File: config.mk
export PLATFORM = sky130hd
export DESIGN_NAME = motor_cntrl_mc
export DESIGN_NICKNAME = d
export VERILOG_FILES = /design/src/rtl/motor_pkg.sv /design/src/rtl/motor_chan.sv /design/src/rtl/motor_cntrl_mc.sv
export SDC_FILE = /design/constraint.sdc
export NUM_CORES = 1
export LEC_CHECK = 0
export ABC_CLOCK_PERIOD_IN_PS = 2200
export CAP_MARGIN = 20
export CELL_PAD_IN_SITES_DETAIL_PLACEMENT = 2
export CELL_PAD_IN_SITES_GLOBAL_PLACEMENT = 2
export CORE_ASPECT_RATIO = 0.9
export CORE_UTILIZATION = 35
export DETAILED_ROUTE_END_ITERATION = 7
export PLACE_DENSITY_LB_ADDON = 0.1
export SYNTH_ARGS = -nofsm -noshare
export SYNTH_HDL_FRONTEND = slang
export SYNTH_HIERARCHICAL = 1
export SYNTH_SLANG_ARGS = --single-unit
File: constraint.sdc
create_clock -name clk -period 2.2 [get_ports clk]
set_clock_uncertainty 0.2 [all_clocks]
set_input_delay 0.44 -clock clk [delete_from_list [all_inputs] [get_ports clk]]
set_output_delay 0.44 -clock clk [all_outputs]
set_load 0.01 [all_outputs]
File: src/rtl/motor_pkg.sv
// Shared types and helpers for the multi-channel signed motor PWM controller.
// Slew limiting is enabled by defining MOTOR_CNTRL_SLEW_EN.
package motor_pkg;

  localparam int MAXW = 24;

  typedef enum logic [2:0] {
    ST_IDLE  = 3'd0,
    ST_BRAKE = 3'd1,
    ST_FWD   = 3'd2,
    ST_REV   = 3'd3,
    ST_DEAD  = 3'd4
  } mstate_e;

  function automatic logic [MAXW-1:0] cnt_max(
    input int unsigned w
  );
    return (MAXW'(1) << w) - MAXW'(1);
  endfunction

  // Most-negative command saturates to full scale instead of wrapping to 0.
  function automatic logic [MAXW-1:0] cmd_mag(
    input logic [MAXW:0] c,
    input int unsigned   w
  );
    logic [MAXW:0] n;
    n = c[MAXW] ? -c : c;
    if (n > {1'b0, cnt_max(w)})
      n = {1'b0, cnt_max(w)};
    return n[MAXW-1:0];
  endfunction

endpackage

File: src/rtl/motor_chan.sv
// One motor channel: period-boundary sampling, direction FSM, dead time, PWM compare.
// Defining MOTOR_CNTRL_SLEW_EN limits magnitude change to SLEW_STEP per period.
module motor_chan
  import motor_pkg::*;
#(
  parameter int PWM_W     = 10,
  parameter int DEAD_PER  = 1,
  parameter int SLEW_STEP = 16
) (
  input  logic             clk,
  input  logic             rst_n,
  input  logic [PWM_W-1:0] i_cnt,
  input  logic             i_strb,
  input  logic [PWM_W:0]   i_cmd,
  output logic             o_fwd,
  output logic             o_rev,
  output logic             o_dead
);

  localparam int DW = (DEAD_PER > 1) ? $clog2(DEAD_PER) : 1;
  localparam logic [DW-1:0] DINIT =
    DW'((DEAD_PER > 0) ? DEAD_PER - 1 : 0);

`ifdef MOTOR_CNTRL_SLEW_EN
  localparam logic [PWM_W:0] STEP = (PWM_W+1)'(SLEW_STEP);
`else
  // A step wider than full scale makes every move instantaneous.
  localparam logic [PWM_W:0] STEP =
    (PWM_W+1)'(SLEW_STEP) | {1'b1, PWM_W'(0)};
`endif

  function automatic logic [PWM_W-1:0] slew(
    input logic [PWM_W-1:0] a,
    input logic [PWM_W-1:0] b
  );
    logic [PWM_W:0] d;
    if (b > a) begin
      d = {1'b0, b - a};
      return (d > STEP) ? a + STEP[PWM_W-1:0] : b;
    end
    d = {1'b0, a - b};
    return (d > STEP) ? a - STEP[PWM_W-1:0] : b;
  endfunction

  mstate_e          r_state;
  logic [PWM_W-1:0] r_mag;
  logic [DW-1:0]    r_dcnt;
  logic             r_fwd;
  logic             r_rev;
  logic             r_dead;

  logic [MAXW:0]    w_cmd_x;
  logic [PWM_W-1:0] w_mag;
  mstate_e          w_tgt;
  logic [PWM_W-1:0] w_up;
  logic [PWM_W-1:0] w_dn;
  logic [PWM_W-1:0] w_st;

  assign w_cmd_x = {{(MAXW-PWM_W){i_cmd[PWM_W]}}, i_cmd};
  assign w_mag   = PWM_W'(cmd_mag(w_cmd_x, PWM_W));
  assign w_tgt   = (i_cmd == '0) ? ST_BRAKE :
                   i_cmd[PWM_W]  ? ST_REV : ST_FWD;
  assign w_up    = slew(r_mag, w_mag);
  assign w_dn    = slew(r_mag, '0);
  assign w_st    = slew('0, w_mag);

  always_ff @(posedge clk or negedge rst_n) begin
    if (!rst_n) begin
      r_state <= ST_IDLE;
      r_mag   <= '0;
      r_dcnt  <= '0;
      r_fwd   <= 1'b0;
      r_rev   <= 1'b0;
      r_dead  <= 1'b0;
    end else begin
      r_fwd  <= (r_state == ST_BRAKE) ||
                (r_state == ST_FWD && i_cnt < r_mag);
      r_rev  <= (r_state == ST_BRAKE) ||
                (r_state == ST_REV && i_cnt < r_mag);
      r_dead <= (r_state == ST_DEAD);
      if (i_strb) begin
        unique case (r_state)
          ST_IDLE, ST_BRAKE: begin
            r_state <= w_tgt;
            r_mag   <= w_st;
          end
          ST_FWD, ST_REV: begin
            if (w_tgt == r_state) begin
              r_mag <= w_up;
            end else if (w_dn != '0) begin
              r_mag <= w_dn;
            end else if (w_tgt == ST_BRAKE) begin
              r_state <= ST_BRAKE;
              r_mag   <= '0;
            end else if (DEAD_PER == 0) begin
              r_state <= w_tgt;
              r_mag   <= w_st;
            end else begin
              r_state <= ST_DEAD;
              r_dcnt  <= DINIT;
              r_mag   <= '0;
            end
          end
          ST_DEAD: begin
            if (r_dcnt == '0) begin
              r_state <= w_tgt;
              r_mag   <= w_st;
            end else begin
              r_dcnt <= r_dcnt - DW'(1);
            end
          end
          default: r_state <= ST_IDLE;
        endcase
      end
    end
  end

  assign o_fwd  = r_fwd;
  assign o_rev  = r_rev;
  assign o_dead = r_dead;

endmodule

File: src/rtl/motor_cntrl_mc.sv
// Multi-channel signed motor controller: shared PWM period counter and strobe.
// Optional slew limiting per channel via MOTOR_CNTRL_SLEW_EN.
module motor_cntrl_mc
  import motor_pkg::*;
#(
  parameter int NCH       = 2,
  parameter int PWM_W     = 10,
  parameter int DEAD_PER  = 1,
  parameter int SLEW_STEP = 16
) (
  input  logic                     clk,
  input  logic                     rst_n,
  input  logic [NCH*(PWM_W+1)-1:0] cmd,
  output logic [NCH-1:0]           fwd,
  output logic [NCH-1:0]           rev,
  output logic [NCH-1:0]           dead,
  output logic                     prd_strb
);

  localparam logic [PWM_W-1:0] CNT_MAX = PWM_W'(cnt_max(PWM_W));

  logic [PWM_W-1:0] r_cnt;
  logic             r_strb;

  always_ff @(posedge clk or negedge rst_n) begin
    if (!rst_n) begin
      r_cnt  <= '0;
      r_strb <= 1'b0;
    end else begin
      r_cnt  <= r_cnt + PWM_W'(1);
      r_strb <= (r_cnt == CNT_MAX - PWM_W'(1));
    end
  end

  assign prd_strb = r_strb;

  for (genvar g = 0; g < NCH; g++) begin : g_chan
    motor_chan #(
      .PWM_W    (PWM_W),
      .DEAD_PER (DEAD_PER),
      .SLEW_STEP(SLEW_STEP)
    ) u_chan (
      .clk   (clk),
      .rst_n (rst_n),
      .i_cnt (r_cnt),
      .i_strb(r_strb),
      .i_cmd (cmd[g*(PWM_W+1) +: PWM_W+1]),
      .o_fwd (fwd[g]),
      .o_rev (rev[g]),
      .o_dead(dead[g])
    );
  end

endmodule

# ---- Word-level counts from Yosys, hierarchy flattened
# Index checks and enable logic that the tools add are counted.
dict set report op_classes {
  eq_ne 21
  reduce_logical 28
  n_addsub 17
  n_mux 66
  order_cmp 22
}
# op n
set op_table {}
lappend op_table {{2-to-1 mux 10 bit} 32}
lappend op_table {{greater-than comparator 10 x 11 -> 1 bit, second input constant} 12}
lappend op_table {{case mux 10 bit (3 select lines)} 2}
lappend op_table {{greater-than comparator 25 x 10 -> 1 bit, second input constant} 2}
lappend op_table {{2-to-1 mux 25 bit} 2}
lappend op_table {{negation 25 bit} 2}
lappend op_table {{subtractor 1 x 10 -> 10 bit, first input constant} 4}
lappend op_table {{subtractor 10 bit} 4}
lappend op_table {{2-to-1 mux 3 bit} 10}
lappend op_table {{zero test 11 bit} 2}
lappend op_table {{adder 10 x 5 -> 10 bit, second input constant} 2}
lappend op_table {{greater-than comparator 1 x 10 -> 1 bit, first input constant} 2}
lappend op_table {{greater-than comparator 10 x 1 -> 1 bit, second input constant} 2}
lappend op_table {{greater-than comparator 10 bit} 2}
lappend op_table {{less-than comparator 10 bit} 2}
lappend op_table {{nonzero test 10 bit} 2}
lappend op_table {{subtractor 10 x 5 -> 10 bit, second input constant} 2}
lappend op_table {{case mux 3 bit (3 select lines)} 2}
lappend op_table {{2-to-1 mux 1 bit} 16}
lappend op_table {{!= test 2 bit, second input constant} 8}
lappend op_table {{equality test 3 x 1 -> 1 bit, second input constant} 4}
lappend op_table {{equality test 3 x 2 -> 1 bit, second input constant} 4}
lappend op_table {{adder 10 x 1 -> 10 bit, second input constant} 1}
lappend op_table {{equality test 10 bit, second input constant} 1}
lappend op_table {{other kinds (13)} 32}
dict set report totals {
  out_inout_bits 7
  ff_bits 45
  input_bits 24
  wordCells 168
}

# ---- Depth between registers and ports, before layout
# Gate-level depths: netlist of run 1.
dict set report depth {
  ltp_word 11
  ltp_mapped 7
  ltp_nobuf 7
}

# ---- Modules after synthesis
# The synthesis of run 1 kept the hierarchy.
# mod n_inst cells_per_inst seq_area_each_um2 area_per_inst_um2
set by_module_without_submodules {}
lappend by_module_without_submodules {{motor_chan at g_chan[1].u_chan} 1 141 400.4 1233.7}
lappend by_module_without_submodules {{motor_chan at g_chan[0].u_chan} 1 145 400.4 1183.6}
lappend by_module_without_submodules {motor_cntrl_mc 1 38 275.3 467.9}

# ---- Worst setup path after synthesis of run 1
# No wires, ideal clock.
dict set report synth_path {
  path_kind {input to register}
  startpoint {input port cmd[0]}
  endpoint {register g_chan[0].u_chan.r_mag[8]}
  setup_ps 92
  path_slack_ps 119
  stages 7
  t_required_ps 1908
  arrival_ps 1789
  path_cell_list {inv_1 -> ha_1 -> nor3b_2 -> and3_4 -> or3_1 -> a31o_2 -> o31ai_2}
}
dict set report synth_via {
  elab_chain_len 11
  elab_cells_between_ends 29
  classes_between {add/sub (4); order compare (7); eq/ne (1); mux (16); reduce/logical (1)}
}
# item line_no
set synth_rtl {}
lappend synth_rtl {{start, declared} motor_cntrl_mc.sv:13} ;# input logic [NCH*(PWM_W+1)-1:0] cmd,
lappend synth_rtl {{negation 25 bit} motor_pkg.sv:27} ;# n = c[MAXW] ? -c : c;
lappend synth_rtl {{2-to-1 mux 25 bit} motor_pkg.sv:27}
lappend synth_rtl {{greater-than comparator 25 x 10 -> 1 bit} motor_pkg.sv:28} ;# if (n > {1'b0, cnt_max(w)})
lappend synth_rtl {{2-to-1 mux 10 bit} motor_pkg.sv:28}
lappend synth_rtl {{subtractor 10 bit} motor_chan.sv:38} ;# d = {1'b0, b - a};
lappend synth_rtl {{greater-than comparator 10 x 11 -> 1 bit} motor_chan.sv:39} ;# return (d > STEP) ? a + STEP[PWM_W-1:0] : b;
lappend synth_rtl {{2-to-1 mux 10 bit} motor_chan.sv:39}
lappend synth_rtl {{2-to-1 mux 10 bit} motor_chan.sv:37} ;# if (b > a) begin
lappend synth_rtl {{2-to-1 mux 10 bit} motor_chan.sv:41} ;# d = {1'b0, a - b};
lappend synth_rtl {{2-to-1 mux 10 bit} motor_chan.sv:88} ;# if (w_tgt == r_state) begin
lappend synth_rtl {{case mux 10 bit (3 select lines) (*)} motor_chan.sv:82} ;# unique case (r_state)
lappend synth_rtl {{end signal, assigned} motor_chan.sv:85} ;# r_mag <= w_st;
lappend synth_rtl {{end signal, assigned} motor_chan.sv:89} ;# r_mag <= w_up;
lappend synth_rtl {{end signal, assigned} motor_chan.sv:91} ;# r_mag <= w_dn;
lappend synth_rtl {{end, declared} motor_chan.sv:46} ;# logic [PWM_W-1:0] r_mag;
# Every way passes the cells marked *; elsewhere a longest branch is shown, timed or not. The select of a mux whose other input is x is not followed.
# A chain may end at the register's enable or synchronous reset.

# ---- Final worst setup path of run 1
dict set report layout_path {
  startpoint {input port cmd[11]}
  endpoint {register g_chan[1].u_chan.r_mag[1]}
}
dict set report layout_via {
  elab_chain_len 11
  elab_cells_between_ends 29
  classes_between {add/sub (4); order compare (7); eq/ne (1); mux (16); reduce/logical (1)}
}
# item line_no
set layout_rtl {}
lappend layout_rtl {{negation 25 bit} motor_pkg.sv:27}
lappend layout_rtl {{2-to-1 mux 25 bit} motor_pkg.sv:27}
lappend layout_rtl {{greater-than comparator 25 x 10 -> 1 bit} motor_pkg.sv:28}
lappend layout_rtl {{2-to-1 mux 10 bit} motor_pkg.sv:28}
lappend layout_rtl {{subtractor 10 bit} motor_chan.sv:38}
lappend layout_rtl {{greater-than comparator 10 x 11 -> 1 bit} motor_chan.sv:39}
lappend layout_rtl {{2-to-1 mux 10 bit} motor_chan.sv:39}
lappend layout_rtl {{2-to-1 mux 10 bit} motor_chan.sv:37}
lappend layout_rtl {{2-to-1 mux 10 bit} motor_chan.sv:41}
lappend layout_rtl {{2-to-1 mux 10 bit} motor_chan.sv:88}
lappend layout_rtl {{case mux 10 bit (3 select lines) (*)} motor_chan.sv:82}
lappend layout_rtl {{end signal, assigned} motor_chan.sv:85}
lappend layout_rtl {{end signal, assigned} motor_chan.sv:89}
lappend layout_rtl {{end signal, assigned} motor_chan.sv:91}
lappend layout_rtl {{end, declared} motor_chan.sv:46}
# Marked as above.

==> results of run 1 <==
through the flow:
step           std cells  total power [mW]  hold slack [ns]  cell area (um2)    TNS, ns
2_1_floorplan        324             0.931          -0.0556             2890          0
3_3_place_gp         491              1.09            0.209             3640      -5.33
3_5_place_dp         491              1.10            0.204             3640      -6.79
4_1_cts              500              1.65            0.285             3780          0
5_1_grt              501              1.72            0.300             3850     -0.100
6_report             501              1.64            0.281             3850  -0.000322
final cells by class:
type,instances,area (um2)
fill,877,4180
multi-input combinational,237,1720
sequential,43,1080
timing repair buffer,82,711
tap,99,124
inverter,32,120
clock buffer,8,100
cells in the mapped netlist, types with 3 or more instances:
master    instances  area share [%]
nand4_1           4            0.87
nor2_1            8             1.0
or3_1             3            0.65
o41ai_1           4             1.2
nor3_1            5            0.87
a21boi_0          3            0.78
o211ai_1          4             1.0
a22o_1            7             2.1
nor2b_1           3            0.65
xnor2_1           4             1.2
inv_1            32             4.2
a21o_1            3            0.78
nor4_1            3            0.65
dfrtp_1          43              37
a211oi_1          4             1.0
nand2b_1          3            0.65
clkbuf_1          9             1.2
o21ai_0          26             4.5
xor2_1            7             2.1
ha_1             24              10
and3_1            4            0.87
a21oi_1          29             5.0
nand3_1           8             1.4
o21a_1            4             1.0
o22ai_1           6             1.3
nand2_1          35             4.6
layer usage:
metal / wire (um) / vias to the layer above / GRT usage (%)
li1: - / 1322 / -
met1: 4180 / 1346 / 28.2
met2: 4360 / 26 / 37.7
met3: 125 / 2 / 1.92
met4: 37 / 0 / 3.72
met5: 0 / - / 0
critical path, delay by kind of cell:
family,cells,cell delay [ns]
and+or+nand+nor,1,0.18
buffers and inverters,2,0.60
adders and majority gates,1,0.22
AOI/OAI and AO/OA,3,0.78
kinds of logic (layout without fill, tap and decap cells):
logic type,after synthesis,count (layout),synth area share (%)
AO/OA/AOI/OAI,106,106,24.4
AND/OR/NAND/NOR,95,95,18.4
buffers and inverters,44,122,5.81
flip-flops,43,43,37.3
adder cells (fa/ha/maj),24,24,10.4
XOR/XNOR,11,11,3.34
multiplexers,1,1,0.347
worst paths after layout:
| kind | from | end | slack [ns] |
|---|---|---|---|
| max | cmd[11] | g_chan[1].u_chan/r_mag[1] | -0.0003 |
| min | g_chan[1].u_chan/r_mag[2] | g_chan[1].u_chan/r_mag[2] | 0.28 |
| max reg2reg | r_cnt[3] | g_chan[1].u_chan/o_fwd | 0.19 |
| min reg2reg | g_chan[1].u_chan/r_mag[2] | g_chan[1].u_chan/r_mag[2] | 0.28 |
| max in group asynchronous | rst_n | g_chan[1].u_chan/r_mag[2] | 0.88 |
| min in group asynchronous | rst_n | prd_strb | 0.43 |
layout by cell type (no fill, tap or decap), drive strengths merged, types with 7 or more instances in the layout:
master / count
and3: 7
nor2: 10
clkdlybuf4s50: 22
inv: 32
o21ai: 27
nand2: 36
a21oi: 29
buf: 52
nor3: 7
a22o: 7
dfrtp: 43
nand3: 9
ha: 24
clkbuf: 8
xor2: 7
power breakdown:
group          total, mW  switching [mW]  internal (mW)
Clock              0.541           0.254          0.287
Sequential         0.813         0.00899          0.804
Combinational      0.285           0.142          0.143
what timing repair did:
| item | 4_1_cts | 5_1_grt |
|---|---|---|
| endpoints found under the setup margin | 10 | 16 |
| hold buffers | 1 | 0 |
| gates resized for setup | 7 | 15 |
| cloned | 0 | 0 |
| pin swaps | 3 | 2 |
| endpoints found under the hold margin | 17 | 0 |
| setup buffers | 0 | 1 |
state kept, by name, summed over array words and instances (netlist names):
register               count
g_chan.u_chan/o_dead       2
g_chan.u_chan/r_state      6
g_chan.u_chan/o_fwd        2
g_chan.u_chan/r_mag       20
prd_strb                   1
r_cnt                     10
g_chan.u_chan/o_rev        2
==> out/qor.yml, run 1 <==
status: "finished, violations left"
violations: "DRC, setup timing"
worst_pin_slew_ns: 0.432
whs_path_depth: 1
grt_overflow: 0
setup_ws_ns: -0.000322
portBuffers: 30
drive_above_1_share_pct: 21.6
finalHoldViolCount: 0
cp-start-kind: "input pin"
async_flop_share_pct: 100
maxSlewHeadroom_pct: 70.9
ys_types: 54
worst_path_max_delay_cell: "clkdlybuf4s50_1"
period_share_pct: 100
die-area_um2: 8610
diodes: 0
min_path_type: "reg2reg"
end_kind: "flop"
syn-num-nets: 372
crit_required_ns: 2.23
worstSetupPathType: "in2reg"
synth_edf_count: 0
grt_pass1_vias: 2824
fin_crit_ns: 2.20
routedWlPerCell_um: 17.4
area_delta_synth_final_pct: 33.5
grt_pass1_wl_um: 14300
row_count: 31
antenna_found_initial: 0
clock-sinks: 43
critPathMaxStageDelay_ns: 0.52
core_area_um2: 8030
start_util_pct: 35.9
nets: 449
grt_usage_pct: 21.1
max_freq_mhz: 454
grt_max_degree: 27
dr.pass1.iters: 6
synth_area_um2: 2890
viasPerCell: 5.38
drtAntennaViolNets: 0
ff2ff_path_depth: 5
rsz0062_at_grt: "true"
place.gp.congestion: 0.741
die_h_um: 88.1
drc_errors: 6
p_leak_nw: 1.89
path_cells: "clkdlybuf4s50_1, inv_1, ha_1, and3_4, o31a_4, a211oi_1, a21o_1"
htreeDepth: 2
ys_seq_area_share_pct: 37.3
vdd_drop_max_v: 0.000212
avgSynthCellArea_um2: 8.91
cap_violations: 0
yosys_register_bits: 43
cp.arrival_ns: 2.23
hpwl_um: 6790
drv_slew: 0
postSynthCellCount: 324
yosys_warnings: 6
place_ws_ns: -0.504
initialDrtViolationCount: 75
synth_flop_cell: "dfrtp_1"
clockBufferDepth: 2
vias: 2696
setup_viol: 1
wirelength_um: 8710
cts_buffers: 5
clk_pin_slew_ns: 0.08
clk_latency_ns: 0.29
power_density_nw_per_um2: 425
die_x_um: 97.7
cts-root-buf: "clkbuf_8"
cts_tree: "built"
post-route-util_pct: 48.0
io_pins: 31
crit_fanout: 8
Power figures use the tool's default switching activity.
==> run 2: changes to the inputs <==
--- a/config.mk
+++ b/config.mk
@@ -13,6 +13,9 @@
 export CORE_UTILIZATION = 35
 export DETAILED_ROUTE_END_ITERATION = 7
 export PLACE_DENSITY_LB_ADDON = 0.1
+export RECOVER_POWER = 25
+export SKIP_CTS_REPAIR_TIMING = 1
+export SKIP_LAST_GASP = 1
 export SYNTH_ARGS = -nofsm -noshare
 export SYNTH_HDL_FRONTEND = slang
 export SYNTH_HIERARCHICAL = 1
==> run 2 against run 1 <==
Net effect: the run ends with DRC left; register-to-register slack barely moved; routed wire length fell by 0.82%; total power fell by 0.30%; sequential power barely moved; via count fell by 0.33%; count of clock-buffer cells in the layout did not move; worst setup slack improved by 0.0035 ns; combinational power fell by 2%; clock power barely moved; maximum frequency rose by 0.16%; critical path depth did not move; critical endpoint unchanged.
==> out/qor.yml, run 2 (same netlist as run 1, synthesis figures left out) <==
cap_violations: 0
largest_reg_flops: 20
regMostFlops: "g_chan.u_chan/r_mag"
place_inst: 491
cts_buffers: 5
crit_fanout: 8
die-area_um2: 8610
crit_family: "compound AO/OA/AOI/OAI gates"
portBuffers: 30
cp.arrival_ns: 2.23
drv_slew: 0
tns_ns: 0
status: "finished, violations left"
totalPowerFinal_mw: 1.63
critPathMaxStageDelay_ns: 0.52
finalHoldViolCount: 0
start_util_pct: 35.9
antenna_found_initial: 0
hold_start: "g_chan[1].u_chan/r_mag[2]"
drive_above_1_share_pct: 20.4
clk_pin_slew_ns: 0.08
p_leak_nw: 1.90
viasPerCell: 5.36
cp-start-kind: "input pin"
setup_ws_ns: 0.00319
nets: 449
clockBufferDepth: 2
htreeDepth: 2
fin_crit_ns: 2.20
largestRegisters: "g_chan.u_chan/r_mag x20, r_cnt x10, g_chan.u_chan/r_state x6"
worstSetupPathType: "in2reg"
fillers: 890
die_x_um: 97.7
dr.pass1.iters: 6
max_freq_mhz: 455
vias: 2687
worstSetupStartpoint: "cmd[11]"
area_delta_synth_final_pct: 32.7
grt_overflow: 0
diodes: 0
period_share_pct: 99.9
clk_latency_ns: 0.29
io_pins: 31
final_cell_mix: "49 x buf_4, 43 x dfrtp_1, 35 x nand2_1, 32 x inv_1, 28 x a21oi_1"
row_count: 31
initialDrtViolationCount: 79
worst_pin_slew_ns: 1.06
rsz0062_at_grt: "true"
fin_cells: 501
grt_pass1_vias: 2829
hpwl_um: 6790
postPlaceCellArea_um2: 3640
vdd_drop_max_v: 0.000212
die_h_um: 88.1
power_density_nw_per_um2: 427
core_area_um2: 8030
worst_path_max_delay_cell: "clkdlybuf4s50_1"
cts-root-buf: "clkbuf_8"
fin_area_um2: 3830
place_ws_ns: -0.504
end_kind: "flop"
min_path_type: "reg2reg"
r2r_start: "r_cnt[3]"
grt_usage_pct: 21.0
cts_tree: "built"
drc_errors: 6
crit_required_ns: 2.23
place.gp.congestion: 0.741
maxSlewHeadroom_pct: 29.2
layout_commonest_cell: "buf_4"
crit_buf_inv: 2
path_cells: "clkdlybuf4s50_1, inv_1, ha_1, and3_4, o31a_4, a211oi_1, a21o_1"
drtAntennaViolNets: 0
clock-sinks: 43
wirelength_um: 8640
routedWlPerCell_um: 17.2
violations: "DRC"
grt_max_degree: 27
setup_viol: 0
grt_pass1_wl_um: 14300
run 2: final timing paths:
path	cells after the start	slack (ns)	endpoint
max	7	0.003	g_chan[1].u_chan/r_mag[1]
min	1	0.28	g_chan[1].u_chan/r_mag[2]
min in group asynchronous	2	0.66	prd_strb
min reg2reg	1	0.28	g_chan[1].u_chan/r_mag[2]
max reg2reg	5	0.19	g_chan[1].u_chan/o_fwd
max in group asynchronous	3	0.45	g_chan[0].u_chan/r_mag[2]
run 2: through the flow:
step | hold slack (ns) | util [%]
after CTS | -0.113 | 46.6
after global placement | 0.209 | 45.4
after detailed placement | 0.204 | 45.4
final | 0.278 | 47.7
after global routing | 0.300 | 47.7
after floorplan | -0.0556 | -
run 2: power by group:
group / internal [mW] / switching [mW]
Combinational: 0.142 / 0.138
Sequential: 0.804 / 0.00898
Clock: 0.287 / 0.254
run 2: area by class of cell:
type                    count  area, um2  share of cell area [%]
inverters                  32        120                    3.14
flip-flops and latches     43       1080                    28.1
well taps                  99        124                    3.24
clock buffers               8        100                    2.61
repair buffers             82        713                    18.6
multi-input cells         237       1700                    44.3
run 2: per-layer routing:
metal / routed length [um] / track usage, % / up-vias
met5: 0 / 0 / -
met4: 37 / 3.72 / 0
met3: 139 / 1.92 / 2
met2: 4230 / 37.6 / 28
met1: 4230 / 28.1 / 1333
li1: - / - / 1324
